**src/rtl/inv_shift_rows.sv**
```systemverilog
// inv_shift_rows: registered AES InvShiftRows byte permutation behind 1 or 2 valid/ready stages.
// Optional macro FWD_SHIFT_EN adds a fwd input that selects forward ShiftRows per transfer.
module inv_shift_rows #(
  parameter int LATENCY = 1
) (
  input  logic         clk,
  input  logic         rst_n,
  input  logic         in_valid,
  output logic         in_ready,
  input  logic [127:0] state,
`ifdef FWD_SHIFT_EN
  input  logic         fwd,
`endif
  output logic         out_valid,
  input  logic         out_ready,
  output logic [127:0] newstate
);
  // Handshake: a state crosses a stage boundary on a rising edge when the
  // sender's valid and the receiver's ready are both high. A stage is ready
  // when empty or when its own contents leave on the same edge; valid never
  // depends on ready, and a presented state holds stable until taken.

  if (LATENCY != 1 && LATENCY != 2) begin : g_bad_latency
    $error("inv_shift_rows: LATENCY must be 1 or 2");
  end

  // Byte k sits at row k%4, column k/4; byte 0 is the MSB byte.
  function automatic logic [127:0] permute(input logic [127:0] s, input logic fwd_sel);
    logic [127:0] o;
    int r;
    int c;
    int src_c;
    o = '0;
    for (int k = 0; k < 16; k++) begin
      r = k % 4;
      c = k / 4;
      src_c = fwd_sel ? (c + r) % 4 : (c - r + 4) % 4;
      o[127-8*k -: 8] = s[127-8*(src_c*4+r) -: 8];
    end
    return o;
  endfunction

  logic fwd_sel;
`ifdef FWD_SHIFT_EN
  assign fwd_sel = fwd;
`else
  assign fwd_sel = 1'b0;
`endif

  logic [127:0] perm_state;
  assign perm_state = permute(state, fwd_sel);

  logic         s0_valid_q;
  logic         s0_valid_d;
  logic [127:0] s0_data_q;
  logic [127:0] s0_data_d;
  logic         s0_rdy;
  logic         s0_next_rdy;

  assign s0_rdy   = !s0_valid_q || s0_next_rdy;
  assign in_ready = s0_rdy;

  always_comb begin
    s0_valid_d = s0_valid_q;
    s0_data_d  = s0_data_q;
    if (s0_rdy) begin
      s0_valid_d = in_valid;
      if (in_valid) s0_data_d = perm_state;
    end
  end

  always_ff @(posedge clk or negedge rst_n) begin
    if (!rst_n) begin
      s0_valid_q <= 1'b0;
      s0_data_q  <= '0;
    end else begin
      s0_valid_q <= s0_valid_d;
      s0_data_q  <= s0_data_d;
    end
  end

  if (LATENCY == 2) begin : g_two
    logic         s1_valid_q;
    logic         s1_valid_d;
    logic [127:0] s1_data_q;
    logic [127:0] s1_data_d;
    logic         s1_rdy;

    assign s1_rdy      = !s1_valid_q || out_ready;
    assign s0_next_rdy = s1_rdy;

    always_comb begin
      s1_valid_d = s1_valid_q;
      s1_data_d  = s1_data_q;
      if (s1_rdy) begin
        s1_valid_d = s0_valid_q;
        if (s0_valid_q) s1_data_d = s0_data_q;
      end
    end

    always_ff @(posedge clk or negedge rst_n) begin
      if (!rst_n) begin
        s1_valid_q <= 1'b0;
        s1_data_q  <= '0;
      end else begin
        s1_valid_q <= s1_valid_d;
        s1_data_q  <= s1_data_d;
      end
    end

    assign out_valid = s1_valid_q;
    assign newstate  = s1_data_q;
  end else begin : g_one
    assign s0_next_rdy = out_ready;
    assign out_valid   = s0_valid_q;
    assign newstate    = s0_data_q;
  end

endmodule

```
**config.mk**
```make
export PLATFORM = sky130hd
export DESIGN_NAME = inv_shift_rows
export DESIGN_NICKNAME = d
export VERILOG_FILES = /design/src/rtl/inv_shift_rows.sv
export SDC_FILE = /design/constraint.sdc
export NUM_CORES = 1
export LEC_CHECK = 0
export ABC_AREA = 1
export BUFFER_PORTS_ARGS = -buffer_cell sky130_fd_sc_hd__buf_4
export CAP_MARGIN = 25
export CORE_ASPECT_RATIO = 0.8
export CORE_MARGIN = 2
export CORE_UTILIZATION = 25
export DETAILED_ROUTE_END_ITERATION = 8
export MAX_ROUTING_LAYER = met4
export SYNTH_ARGS = -nofsm -noshare
export SYNTH_HDL_FRONTEND = slang
export SYNTH_SLANG_ARGS = --single-unit
```
**constraint.sdc**
```tcl
create_clock -name clk -period 0.98 [get_ports clk]
set_input_delay 0.147 -clock clk [delete_from_list [all_inputs] [get_ports clk]]
set_output_delay 0.147 -clock clk [all_outputs]
set_load 0.1 [all_outputs]
```
==> impl_metrics.toml, run 1 <==
[placement]
portBuffers = 261
place_congestion = 0.802
placed_area_um2 = 7650
dp_hpwl_um = 11300

[logic_synthesis]
synth_seq_cells = 129
synth_cell_types = 9
yosysSeqAreaShare_pct = 63.6
synth_area_per_cell_um2 = 9.08
ys_warn_count = 0
synthesis.nets = 691
netlist_area_um2 = 5080
synth_cells = 559

[sta]
rsz0062_at_grt = "yes"
slew_violations = 0
tightestPinTransition_ns = 0.400
skew_ns = 0.00855
min_period_ns = 1.39
slew_headroom_pct = 73.4
fmax_mhz = 719
fin_crit_sh_pct = 142
final-setup-viol-count = 259
finalHoldViolations = 0
layout_setup_ws_ns = -0.411
fin_hold_ws_ns = 0.181

[die]
pin_count = 262
rows = 46
initial_utilization_pct = 25.6
die_h_um = 131
coreArea_um2 = 19900
die_area_um2 = 21500
die_w_um = 163

[route]
detail-route-antenna-nets = 0
routedWlPerCell_um = 15.6
drt-initial-drc-count = 319
vias = 5471
via_per_inst = 4.43
drc = 0
drt_wl_total_um = 19300
drt_pass1_iterations = 4

[clock_tree]
cts.sinks = 129
cts_tree = "built"
root_buffer = "clkbuf_16"
clk_pin_slew_ns = 0.06
clk_path_buf_depth = 2
cts_inserted_buffers = 17
htree_num_levels = 4
clock_latency_ns = 0.41

[setup_path]
cp.arrival_ns = 1.24
reg2reg_slack_ns = -0.39
start_kind = "flip-flop"
worstPathMaxFanout = 2
path_class = "reg2out"
end_kind = "primary output"
cp.required_ns = 0.83

[layout]
regArea_um2 = 3390
fin_nets = 1091
nFillCells = 1609
stdcell_area_um2 = 10900
final_common_cell = "nand2_1"
final_cell_mix = "nand2_1, buf_4, dlygate4sd3_1"
area_growth_syn_to_layout_pct = 114
diodes = 0
drive_above_1_share_pct = 46.8
multi_input_comb_area_um2 = 1650

[global_routing]
antenna_found_initial = 0
overflow = 0
grt_max_degree = 47
grt_pass1_vias = 5949
grt_usage_pct = 18.7
grt_pass1_wl_um = 30700

[worst_hold_path]
hp-class = "in2async"

[power]
power.leakage_nw = 5.29
ir_drop_uv = 1030
power.density_nw_per_um2 = 2220

[run_status]
outcome = "complete, but fails checks"
violations = "setup timing"

[job]
max_cap_violations = 0
==> repair_timing <==
action                                  CTS  global route
pin swaps                                 1             1
hold endpoints to repair                257             0
endpoints found under the setup margin  259           259
resized for setup                       257            35
setup buffers                             4             0
gates cloned                              4             0
hold buffers                            129             0
==> layout make-up <==
class / instances / share of cell area (%)
sequential: 129 / 31.2
clock inverter: 11 / 1.49
clock buffer: 21 / 4.05
inverter: 1 / 0.0345
timing repair buffer: 422 / 45.0
multi-input combinational: 388 / 15.2
tap: 264 / 3.04
==> worst paths after layout <==
kind,to,from,depth (start not counted)
max,in_ready,out_valid,3
min,newstate[100],rst_n,2
max reg2reg,newstate[31],out_valid,6
min reg2reg,newstate[59],newstate[59],2
max in group asynchronous,newstate[12],rst_n,3
min in group clk,newstate[125],in_valid,4
==> synth_stat cells <==
master   count  area [um^2]
buf_1        1         3.75
nand2_2      2         12.5
nand3_1    128          641
buf_6        2         22.5
dfrtp_1    129         3230
buf_4        2         15.0
nand2_1    257          965
inv_2        1         3.75
buf_2       37          185
==> cells by family (layout without fill, tap and decap cells) <==
family | after synthesis | in the layout | synth area share [%]
buffers and inverters | 43 | 455 | 4.54
flip-flops | 129 | 129 | 63.6
AND/OR/NAND/NOR | 387 | 388 | 31.9
==> flip-flops by register name, summed over array words and instances (netlist names) <==
signal and cells:
newstate 128, out_valid 1
==> where the power goes <==
part	total [mW]	internal, mW	switching, mW
logic	10.6	3.55	7.09
registers	6.93	6.21	0.725
clock network	6.58	4.24	2.34
total	24.2	14.0	10.2
==> worst max-delay path, stage by stage, from the launching register on <==
cell and delay, ns:
dfrtp_4 0.48, nand2_4 0.08, buf_12 0.11, buf_16 0.16
==> per-layer routing <==
layer / wire (um) / global-route usage (%)
met3: 1120 / 4.89
met1: 7950 / 21.9
met2: 9720 / 30.8
met5: 0 / -
met4: 490 / 7.03
==> per-stage QoR <==
step / util, % / total power [mW] / worst slack (ns) / instances / TNS [ns]
floorplan: - / 13.2 / -0.306 / 559 / -37.01
global placement: 38.5 / 15.4 / -0.172 / 1067 / -20.49
detailed placement: 38.5 / 15.4 / -0.208 / 1067 / -22.03
CTS: 54.0 / 24.1 / -0.437 / 1236 / -66.58
global route: 54.8 / 25.0 / -0.461 / 1236 / -70.89
finish: 54.8 / 24.2 / -0.411 / 1236 / -57.73
(Power assumes the default switching activity.)
==> run 2, diff against run 1 <==
--- a/config.mk
+++ b/config.mk
@@ -10,9 +10,10 @@
 export CAP_MARGIN = 25
 export CORE_ASPECT_RATIO = 0.8
 export CORE_MARGIN = 2
-export CORE_UTILIZATION = 25
+export CORE_UTILIZATION = 30
 export DETAILED_ROUTE_END_ITERATION = 8
 export MAX_ROUTING_LAYER = met4
+export RECOVER_POWER = 25
 export SYNTH_ARGS = -nofsm -noshare
 export SYNTH_HDL_FRONTEND = slang
 export SYNTH_SLANG_ARGS = --single-unit
==> impl_metrics.toml, run 2 (same netlist as run 1, synthesis figures left out) <==
[run_status]
outcome = "complete, but fails checks"
violations = "setup timing"

[sta]
tightestPinTransition_ns = 0.454
final-setup-viol-count = 259
skew_ns = 0.00955
rsz0062_at_grt = "yes"
min_period_ns = 1.33
slew_headroom_pct = 69.7
fmax_mhz = 751
fin_hold_ws_ns = 0.0546
layout_setup_ws_ns = -0.352
setup_tns_ns = -61.50
fin_crit_sh_pct = 136
slew_violations = 0
finalHoldViolations = 0

[clock_tree]
cts_inserted_buffers = 17
clk_pin_slew_ns = 0.06
cts.sinks = 129
clock_latency_ns = 0.41
root_buffer = "clkbuf_16"
cts_tree = "built"
htree_num_levels = 4
clk_path_buf_depth = 2

[global_routing]
grt_max_degree = 60
grt_usage_pct = 21.6
antenna_found_initial = 0
grtUsageMet1_pct = 25.0
grt_pass1_wl_um = 29600
use_met3_pct = 5.74
gr-max-usage-layer = "met2"
grt_pass1_vias = 5714
use_met2_pct = 35.9
overflow = 0

[route]
drt_pass1_iterations = 5
drc = 0
vias = 5880
via_per_inst = 4.77
drt-initial-drc-count = 253
detail-route-antenna-nets = 0
drt_wl_total_um = 23800
routedWlPerCell_um = 19.3

[layout]
largest_reg_flops = 128
fin_nets = 1133
instances_no_fill = 1233
final_cell_mix = "nand2_1, buf_4, nand3_1, dlygate4sd3_1, dfrtp_2"
area_growth_syn_to_layout_pct = 134
nFillCells = 1049
final_common_cell = "nand2_1"
diodes = 0
drive_above_1_share_pct = 56.4

[worst_hold_path]
min-delay-start = "state[69]"
hp-class = "in2reg"

[job]
max_cap_violations = 0

[setup_path]
crit_start = "out_valid"
reg2reg_slack_ns = -0.35
cp.arrival_ns = 1.63
cp.required_ns = 1.27
end_kind = "flip-flop"
start_kind = "flip-flop"
r2r_start = "out_valid"
path_class = "reg2reg"
worstPathMaxFanout = 8

[power]
power.internal_mw = 14.5
p_sw_mw = 10.9
pwr-share-clk_pct = 24.8
pwr-share-comb_pct = 47.2
power.share.switching_pct = 42.9
ir_drop_uv = 1300
seqPwrFrac_pct = 28.0
power.density_nw_per_um2 = 2130
power.leakage_nw = 5.76

[placement]
pre_cts_slack_ns = -0.254
portBuffers = 261
post-place-cells = 1012
dp_hpwl_um = 10400
place_congestion = 0.767

[die]
coreArea_um2 = 16600
die_area_um2 = 18000
pin_count = 262
initial_utilization_pct = 30.7
die_h_um = 120
rows = 42
die_w_um = 149
[run 2: changes by cell type in the layout (fill, tap and decap cells not counted), moves of 3 or more]
cell / delta
buf_12: +38
buf_4: +35
buf_6: -44
buf_8: +3
clkbuf_16: +9
nand2_1: -73
nand2_2: +51
nand2_4: +21
[run 2: power groups by stage]
stage | registers [mW] | logic [mW] | clock network [mW]
after floorplan | 12.1 | 1.05 | 0
after global placement | 6.69 | 8.60 | 0
after detailed placement | 6.68 | 8.63 | 0
after CTS | 6.86 | 10.2 | 6.36
after global routing | 7.17 | 12.4 | 6.70
final | 7.10 | 12.0 | 6.28
[run 2: worst max-delay path, cell delays in order, from the launching register on]
cell and delay [ns]:
dfrtp_4 0.50, nand2_8 0.09, buf_12 0.15, nand2_8 0.11, clkbuf_16 0.22, nand2_2 0.07
nand2_1 0.06
[run 2: final timing paths]
| path | to | depth (start not counted) |
|---|---|---|
| setup / recovery | newstate[73] | 6 |
| hold / removal | newstate[101] | 3 |
| setup reg to reg | newstate[73] | 6 |
| hold reg to reg | newstate[62] | 2 |
| max in group asynchronous | newstate[48] | 3 |
| min in group asynchronous | newstate[74] | 3 |
[run 2: repair_timing]
item	4_1_cts	5_1_grt
gates cloned	1	16
buffers inserted	3	42
hold endpoints to repair	256	0
gates resized for setup	236	242
endpoints found under the setup margin	259	259
pin swaps	1	7
hold buffers	128	0
[run 2: per-stage QoR]
step                      util, %  total power, mW  cell area [um^2]
after floorplan                 -             13.2              5320
after detailed placement     45.2             15.3              7480
after global placement       45.2             15.3              7480
final                        71.9             25.4             11900
after global routing         71.9             26.2             11900
after CTS                    62.5             23.4             10300
[run 2: layout make-up]
type	instances	area, um^2	area share [%]
Timing Repair Buffer	463	5680	47.7
Sequential cell	129	3390	28.5
Multi-Input combinational cell	389	1970	16.6
Clock buffer	19	443	3.72
Tap cell	220	275	2.31
Clock inverter	12	135	1.14
Inverter	1	3.75	0.0315
[run 2: per-layer routing]
metal  wire, um  share of wire (%)  vias to the layer above
li1           -                  -                     2679
met5          0                  0                        -
met3       1610                6.8                       49
met2      12400                 52                      258
met4        603                2.5                        0
met1       9190                 39                     2894
==> run 3, diff against run 2 <==
--- a/config.mk
+++ b/config.mk
@@ -13,6 +13,7 @@
 export CORE_UTILIZATION = 30
 export DETAILED_ROUTE_END_ITERATION = 8
 export MAX_ROUTING_LAYER = met4
+export PLACE_DENSITY = 0.7
 export RECOVER_POWER = 25
 export SYNTH_ARGS = -nofsm -noshare
 export SYNTH_HDL_FRONTEND = slang
==> constraint.sdc (replaced) <==
create_clock -name clk -period 0.98 [get_ports clk]
set_input_delay 0.196 -clock clk [delete_from_list [all_inputs] [get_ports clk]]
set_output_delay 0.196 -clock clk [all_outputs]
set_load 0.1 [all_outputs]
==> impl_metrics.toml, run 3 (same netlist as run 1, synthesis figures left out) <==
[die]
rows = 42
die_w_um = 149
initial_utilization_pct = 30.7
coreArea_um2 = 16600
die_h_um = 120
pin_count = 262
die_area_um2 = 18000

[setup_path]
path_class = "reg2reg"
end_kind = "flip-flop"
cp.required_ns = 1.29
worstPathMaxFanout = 6
start_kind = "flip-flop"
cp.arrival_ns = 1.82

[power]
power.internal_mw = 15.4
power.share.switching_pct = 43.4
pwr-share-comb_pct = 50.5
ir_drop_uv = 1330
pwr-share-clk_pct = 22.9
finalPower_mw = 27.2
seqPwrFrac_pct = 26.5
p_sw_mw = 11.8
power.leakage_nw = 6.43
power.density_nw_per_um2 = 2040

[sta]
final-setup-viol-count = 259
min_period_ns = 1.52
slew_headroom_pct = 70.8
skew_ns = 0.00778
rsz0062_at_grt = "yes"
layout_setup_ws_ns = -0.537
finalHoldViolations = 0
fmax_mhz = 659
tightestPinTransition_ns = 0.438
fin_crit_sh_pct = 155
slew_violations = 0

[global_routing]
grt_usage_pct = 29.5
gr-max-usage-layer = "met2"
grt_pass1_vias = 6479
overflow = 0
grtUsageMet1_pct = 35.3
grt_pass1_wl_um = 37900
grt_max_degree = 64
antenna_found_initial = 0
use_met2_pct = 46.2
use_met3_pct = 8.98

[worst_hold_path]
hp-class = "in2reg"

[clock_tree]
clk_path_buf_depth = 2
cts.sinks = 129
cts_tree = "built"
clock_latency_ns = 0.43
cts_inserted_buffers = 17
clk_pin_slew_ns = 0.06
htree_num_levels = 4
root_buffer = "clkbuf_16"

[placement]
dp_hpwl_um = 10400
pre_cts_slack_ns = -0.206
portBuffers = 261
post-place-cells = 1012
place_congestion = 0.768

[route]
drc = 0
drt_pass1_iterations = 5
via_per_inst = 5.19
routedWlPerCell_um = 24.7
vias = 6534
detail-route-antenna-nets = 0
drt_wl_total_um = 31100
drt-initial-drc-count = 402

[layout]
multi_input_comb_area_um2 = 2670
regArea_um2 = 3390
final_common_cell = "buf_4"
nFillCells = 782
area_growth_syn_to_layout_pct = 162
largest_reg_flops = 128
instances_no_fill = 1260
final_cell_mix = "buf_4, buf_12, dfrtp_2"
fin_nets = 1161
drive_above_1_share_pct = 74.7
diodes = 0

[job]
max_cap_violations = 0

[run_status]
outcome = "complete, but fails checks"
violations = "setup timing"
==> run 3: final cells by class <==
| type | instances | share of cell area, % |
|---|---|---|
| Clock buffer | 19 | 3.33 |
| Clock inverter | 11 | 0.875 |
| Inverter | 1 | 0.0282 |
| Multi-Input combinational cell | 388 | 20.1 |
| Sequential cell | 129 | 25.5 |
| Tap cell | 220 | 2.07 |
| Timing Repair Buffer | 492 | 48.1 |
==> run 3: worst max-delay path: stages, from the launching register on <==
cell,delay [ns]
dfrtp_4,0.46
nand2_8,0.07
buf_12,0.15
buf_12,0.13
buf_12,0.13
buf_12,0.13
buf_16,0.14
nand3_1,0.09
nand2_1,0.08
==> run 3: worst paths after layout <==
path                                 end  slack [ns]          from  depth (start not counted)
min in group asynchronous   newstate[79]        0.47         rst_n                          3
min reg2reg                 newstate[17]        0.52  newstate[17]                          2
max                        newstate[120]       -0.54     out_valid                          8
min                         newstate[86]       0.006    state[118]                          3
max in group asynchronous   newstate[27]        0.07         rst_n                          3
max reg2reg                newstate[120]       -0.54     out_valid                          8
==> run 3: what timing repair did <==
item                                   4_1_cts  5_1_grt
setup endpoints to repair                  259      259
cloned                                      31        2
endpoints found under the hold margin      214        0
resized for setup                          407      317
hold buffers                                86        0
pin swaps                                   43       56
setup buffers                               27       80
==> run 3: power groups by stage <==
stage | clock [mW] | combinational (mW) | sequential (mW)
floorplan | 0 | 1.05 | 12.1
global placement | 0 | 8.56 | 6.69
detailed placement | 0 | 8.60 | 6.71
CTS | 6.21 | 11.5 | 6.96
global route | 6.52 | 14.1 | 7.26
finish | 6.24 | 13.7 | 7.21
==> run 3: stage by stage <==
step / TNS, ns / cell area (um^2) / hold WS, ns / utilization (%)
after floorplan: -37.06 / 5320 / -0.0996 / -
after global placement: -19.42 / 7460 / 0.203 / 45.1
after detailed placement: -22.45 / 7460 / 0.201 / 45.1
after CTS: -82.75 / 11700 / 0.000263 / 70.6
after global routing: -93.81 / 13300 / 0.00878 / 80.4
final: -87.33 / 13300 / 0.00556 / 80.4
==> run 3: routing by layer <==
layer | wire length, um | share of wire, %
met1 | 11700 | 38
met2 | 15400 | 50
met3 | 2960 | 9.5
met4 | 1030 | 3.3
met5 | 0 | 0
